## config.mk

```make
export PLATFORM = sky130hd
export DESIGN_NAME = multi_mode_ff_bank
export DESIGN_NICKNAME = d
export VERILOG_FILES = /design/src/rtl/multi_mode_ff_bank.sv
export SDC_FILE = /design/constraint.sdc
export NUM_CORES = 1
export LEC_CHECK = 0
export ABC_AREA = 1
export BUFFER_PORTS_ARGS = -buffer_cell sky130_fd_sc_hd__buf_4
export CORE_AREA = 8 8 45 47
export CTS_BUF_LIST = sky130_fd_sc_hd__clkbuf_4 sky130_fd_sc_hd__clkbuf_8
export CTS_CLUSTER_SIZE = 12
export DETAILED_ROUTE_END_ITERATION = 10
export DIE_AREA = 0 0 53 55
export SYNTH_ARGS = -nofsm -noshare
export SYNTH_HDL_FRONTEND = slang
export SYNTH_SLANG_ARGS = --single-unit
```

## constraint.sdc

```tcl
create_clock -name clk -period 1.57 [get_ports clk]
set_input_delay 0.3925 -clock clk [delete_from_list [all_inputs] [get_ports clk]]
set_output_delay 0.3925 -clock clk [all_outputs]
set_load 0.05 [all_outputs]
```

## src/rtl/multi_mode_ff_bank.sv

```systemverilog
// Bank of WIDTH storage bits that act together as D, T or JK flip-flops, or as a
// binary counter with a registered terminal-count pulse on wrap.
module multi_mode_ff_bank #(
    parameter int unsigned      WIDTH       = 4,
    parameter logic [WIDTH-1:0] RESET_VALUE = '0
) (
    input  logic             clk,
    input  logic             rst_n,
    input  logic             en,
    input  logic [1:0]       mode,
    input  logic [WIDTH-1:0] a,
    input  logic [WIDTH-1:0] b,
    output logic [WIDTH-1:0] q,
    output logic [WIDTH-1:0] q_bar,
    output logic             tc
);

    typedef enum logic [1:0] {
        MODE_D     = 2'b00,
        MODE_T     = 2'b01,
        MODE_JK    = 2'b10,
        MODE_COUNT = 2'b11
    } mode_e;

    mode_e            mode_sel;
    logic [WIDTH-1:0] q_q;
    logic [WIDTH-1:0] q_d;
    logic             tc_q;
    logic             tc_d;

    assign mode_sel = mode_e'(mode);

    // NOTE: defaults first so every path assigns q_d/tc_d and no latch is inferred.
    always_comb begin
        q_d  = q_q;
        tc_d = 1'b0;
        if (en) begin
            unique case (mode_sel)
                MODE_D:  q_d = a;
                MODE_T:  q_d = q_q ^ a;
                // J sets the bits that are low, a clear K keeps the bits that are high.
                MODE_JK: q_d = (a & ~q_q) | (~b & q_q);
                MODE_COUNT: begin
                    q_d  = q_q + WIDTH'(1);
                    tc_d = &q_q;
                end
            endcase
        end
    end

    // NOTE: non-blocking assignments so all bits and tc see the same pre-edge state.
    always_ff @(posedge clk or negedge rst_n) begin
        if (!rst_n) begin
            q_q  <= RESET_VALUE;
            tc_q <= 1'b0;
        end else begin
            q_q  <= q_d;
            tc_q <= tc_d;
        end
    end

    assign q     = q_q;
    assign q_bar = ~q_q;
    assign tc    = tc_q;

endmodule

```

======== After elaboration in Yosys (flattened, before gate mapping) ========
Index checks and enable logic that the tools add are counted.
storage, ports and cells
  word-level logic and storage cells ...... 17
  input bits .............................. 13
  output and inout port bits .............. 9
  register bits after elaboration ......... 5
cells by class
  muxes and demuxes ....................... 3
  bitwise logic cells ..................... 6
  add/sub/neg operators ................... 1
  equality and inequality tests ........... 3
  reductions and logical operators ........ 2
operators with widths
  kind                                                                   number
  4-bit one-hot mux with 4 select lines                                  1
  4-bit AND                                                              2
  4-bit NOT                                                              2
  4-bit by 1-bit adder with 4-bit output, second input constant          1
  2-bit equality test, second input constant                             2
  4-bit OR                                                               1
  4-bit AND reduction                                                    1
  4-bit XOR                                                              1
  2-bit by 1-bit equality test with 1-bit output, second input constant  1
  2-bit logical NOT                                                      1
  1-bit two-way mux                                                      2

======== Depth between registers and ports, before layout ========
  depth in word-level cells ............... 4
  depth in mapped cells ................... 9

======== Worst setup path after synthesis ========
OpenSTA, ideal clock, no wires.
  path type ............................... register to register
  start point ............................. register q_q[2] (netlist: q[2])
  end point ............................... register q_q[2] (netlist: q[2])
  library setup time ...................... 0.118 ns
  data arrival time ....................... 1.516 ns
  clock period less this slack ............ 1.635 ns
  cell stages (with the launch flop) ...... 8
  data required time ...................... 1.452 ns
  slack ................................... -0.065 ns
  path buffers ............................ 0
  cell sequence ........................... dfrtp_1 > inv_1 > o21ai_1 > nand2_1 > nand2_1 > nand2_1 > nand2_1 > nand2_1
on the way
  word-level cells in the longest chain between the ends .. 4
  elaborated cells on any way between the ends .. 7
  those cells by class .................... add/sub (1); mux (1); bitwise (5)
RTL lines
  element                                RTL line  source
  start: declaration                     26        logic [WIDTH-1:0] q_q;
  start signal: assignment               57        q_q <= q_d;
  4-bit NOT                              --
  net q_bar[2]                           14        output logic [WIDTH-1:0] q_bar,
  4-bit AND                              42        MODE_JK: q_d = (a & ~q_q) | (~b & q_q);
  4-bit OR                               42
  4-bit one-hot mux with 4 select lines  38        unique case (mode_sel)
The timed path passes the listed nets, and every way through them passes these cells.
A chain may end at the register's enable or synchronous reset.

======== Final worst setup path ========
  start point ............................. register q_q[3] (netlist: q[3])
  end point ............................... output q_bar[3]
on the way
  word-level cells in the longest chain between the ends .. 1
RTL lines
  element           RTL line  source
  4-bit NOT         63        assign q_bar = ~q_q;
  end: declaration  14
No other way between the ends.

==> reports/metrics.csv <==
metric,value,unit
status,finished clean,
syn-num-nets,86,
mostFrequentLayoutCell,nand2_1,
grt_max_degree,8,
end_kind,primary output,
synth-seq-cells,5,
drc_errors,0,
setup_tns,0,ns
tightest_slew,0.3024,ns
cts-root-buf,clkbuf_4,
vias,507,
combPwrFrac,51.2,%
worstSetupPathType,reg2out,
grt_setup_unrepaired,false,
cts_setup_buffers,0,
yosysSeqAreaShare,29.15,%
cts.path.max_buffers,2,
vias_per_cell,4.447,
grt.overflow.total,0,
nNetsFinal,113,
drt_iter0_markers,2,
core,1384,um^2
critPathMaxFanout,6,
place_ws,0.3610,ns
antenna_found_initial,0,
cts_resized,0,
rows,14,
setup_ws,0.1215,ns
layout-drive-gt1-share,30.61,%
drv_cap,0,
syn_to_final_growth,51.02,%
wl_per_cell,10.61,um
hpwl,1031,um
numCtsBuffers,3,
cts.sinks,5,
track_usage,9.031,%
gp_congestion,0.8273,
yosysWarnings,0,
dpl_cell_area,608.1,um^2
skew,0.0005977,ns
setup_viol,0,
fmax,690.4,MHz
power.net_switching,342.1,uW
syn_area_per_cell,5.961,um^2
arrival,1.06,ns
cp_data_required_time,1.18,ns
grt_pass1_wl,2007,um
gr-usage-met1,11.45,%
pwr-share-seq,26.0,%
first_pass_iters,3,
p_per_area,1123,nW/um^2
die_w,53,um
fp.dieArea,2915,um^2
ioPinCount,22,
initial_core_util,31.01,%
grt_pass1_vias,459,
use_met3,2.406,%
synth.distinct_cells,17,
final_area,648.1,um^2
grt_busiest_layer,met2,
p_sw_share,46.97,%
syn_area,429.2,um^2
die_y,55,um
period_share,92.26,%
diodes,0,
final_cell_mix,"nand2_1, buf_4, inv_1, nand3_1",
hold-worst-slack,0.4507,ns
peakVddDrop,0.3846,mV
relSlewSlack,79.77,%
hp-class,in2reg,
finalCriticalPeriod,1.449,ns
p_leak,0.0003710,uW
p_int,386.1,uW
finalWirelength,1209,um
grtUsageMet2,12.89,%
syn_inst,72,
insertion_delay,0.24,ns
slew_violations,0,
clock_power_share,22.7,%
clkTransAtPathRegs,0.04,ns
portBuffers,21,
postRouteAntennaNets,0,
cts_max_level,1,
cts_tree,built,
postLayoutCoreUtil,46.84,%
start_kind,flop,
finalHoldViolCount,0,
cell usage after synthesis (all sizes together):
cell,number,area (um^2)
a21oi,3,15.01
a41oi,1,16.27
clkinv,1,3.750
dfrtp,5,125.1
ha,1,12.51
inv,14,52.55
nand2,28,107.6
nand3,8,40.04
nand4,2,12.51
nor2,3,11.26
nor3,1,5.000
nor4,1,6.260
o21ai,3,15.01
or2,1,6.260
worst max-delay path, cell delays in order, from the launching register on:
cell,delay (ns)
dfrtp_1,0.44
inv_1,0.16
buf_4,0.22
worst paths after layout:
path                             from       end  slack (ns)  cells after the start
worst max-delay path             q[3]  q_bar[3]        0.12                      2
worst min-delay path             a[1]      q[1]        0.45                      3
worst max register to register   q[0]      q[2]        0.38                      9
worst min register to register   q[2]      q[2]        0.57                      2
max in group asynchronous       rst_n      q[2]        0.96                      2
min in group asynchronous       rst_n        tc        0.49                      2
area by class of cell:
class	instances	area [um^2]
inverters	15	56.30
flip-flops and latches	5	126.4
repair buffers	22	167.7
multi-input cells	52	247.7
clock buffers	4	30.03
fillers	157	735.7
well taps	16	20.02
repair_timing:
action	in CTS	in global routing
setup endpoints to repair	0	0
endpoints found under the hold margin	5	0
hold buffers	1	0
state kept, by name, indices dropped and copies added, names as in the netlist:
name / flops
q: 4
tc: 1
routing by layer:
| layer | vias up | part of all wire, % |
|---|---|---|
| li1 | 278 | - |
| met1 | 212 | 45 |
| met2 | 15 | 44 |
| met3 | 2 | 9.8 |
| met4 | 0 | 1.6 |
| met5 | - | 0 |
through the flow:
| step | power, uW | std cells |
|---|---|---|
| 6_report | 728.2 | 114 |
| 5_1_grt | 783.8 | 114 |
| 4_1_cts | 737.9 | 114 |
| 3_5_place_dp | 567.6 | 109 |
| 3_3_place_gp | 564.6 | 109 |
| 2_1_floorplan | 436.3 | 72 |
power groups by stage:
| stage | clock, uW | sequential [uW] | combinational (uW) |
|---|---|---|---|
| 4_1_cts | 170 | 191 | 377 |
| 5_1_grt | 177 | 198 | 408 |
| 3_3_place_gp | 0 | 192 | 373 |
| 2_1_floorplan | 0 | 259 | 178 |
| 6_report | 165 | 190 | 373 |
| 3_5_place_dp | 0 | 193 | 375 |
cell families (layout without fill, tap and decap cells):
| family | count (synthesis) | after routing | share of synthesized area [%] |
|---|---|---|---|
| AOI/OAI and AO/OA | 7 | 7 | 10.79 |
| DFF | 5 | 5 | 29.15 |
| buffers and inverters | 15 | 41 | 13.12 |
| and+or+nand+nor | 44 | 44 | 44.03 |
| adders and majority gates | 1 | 1 | 2.915 |
(Power assumes the default switching activity.)
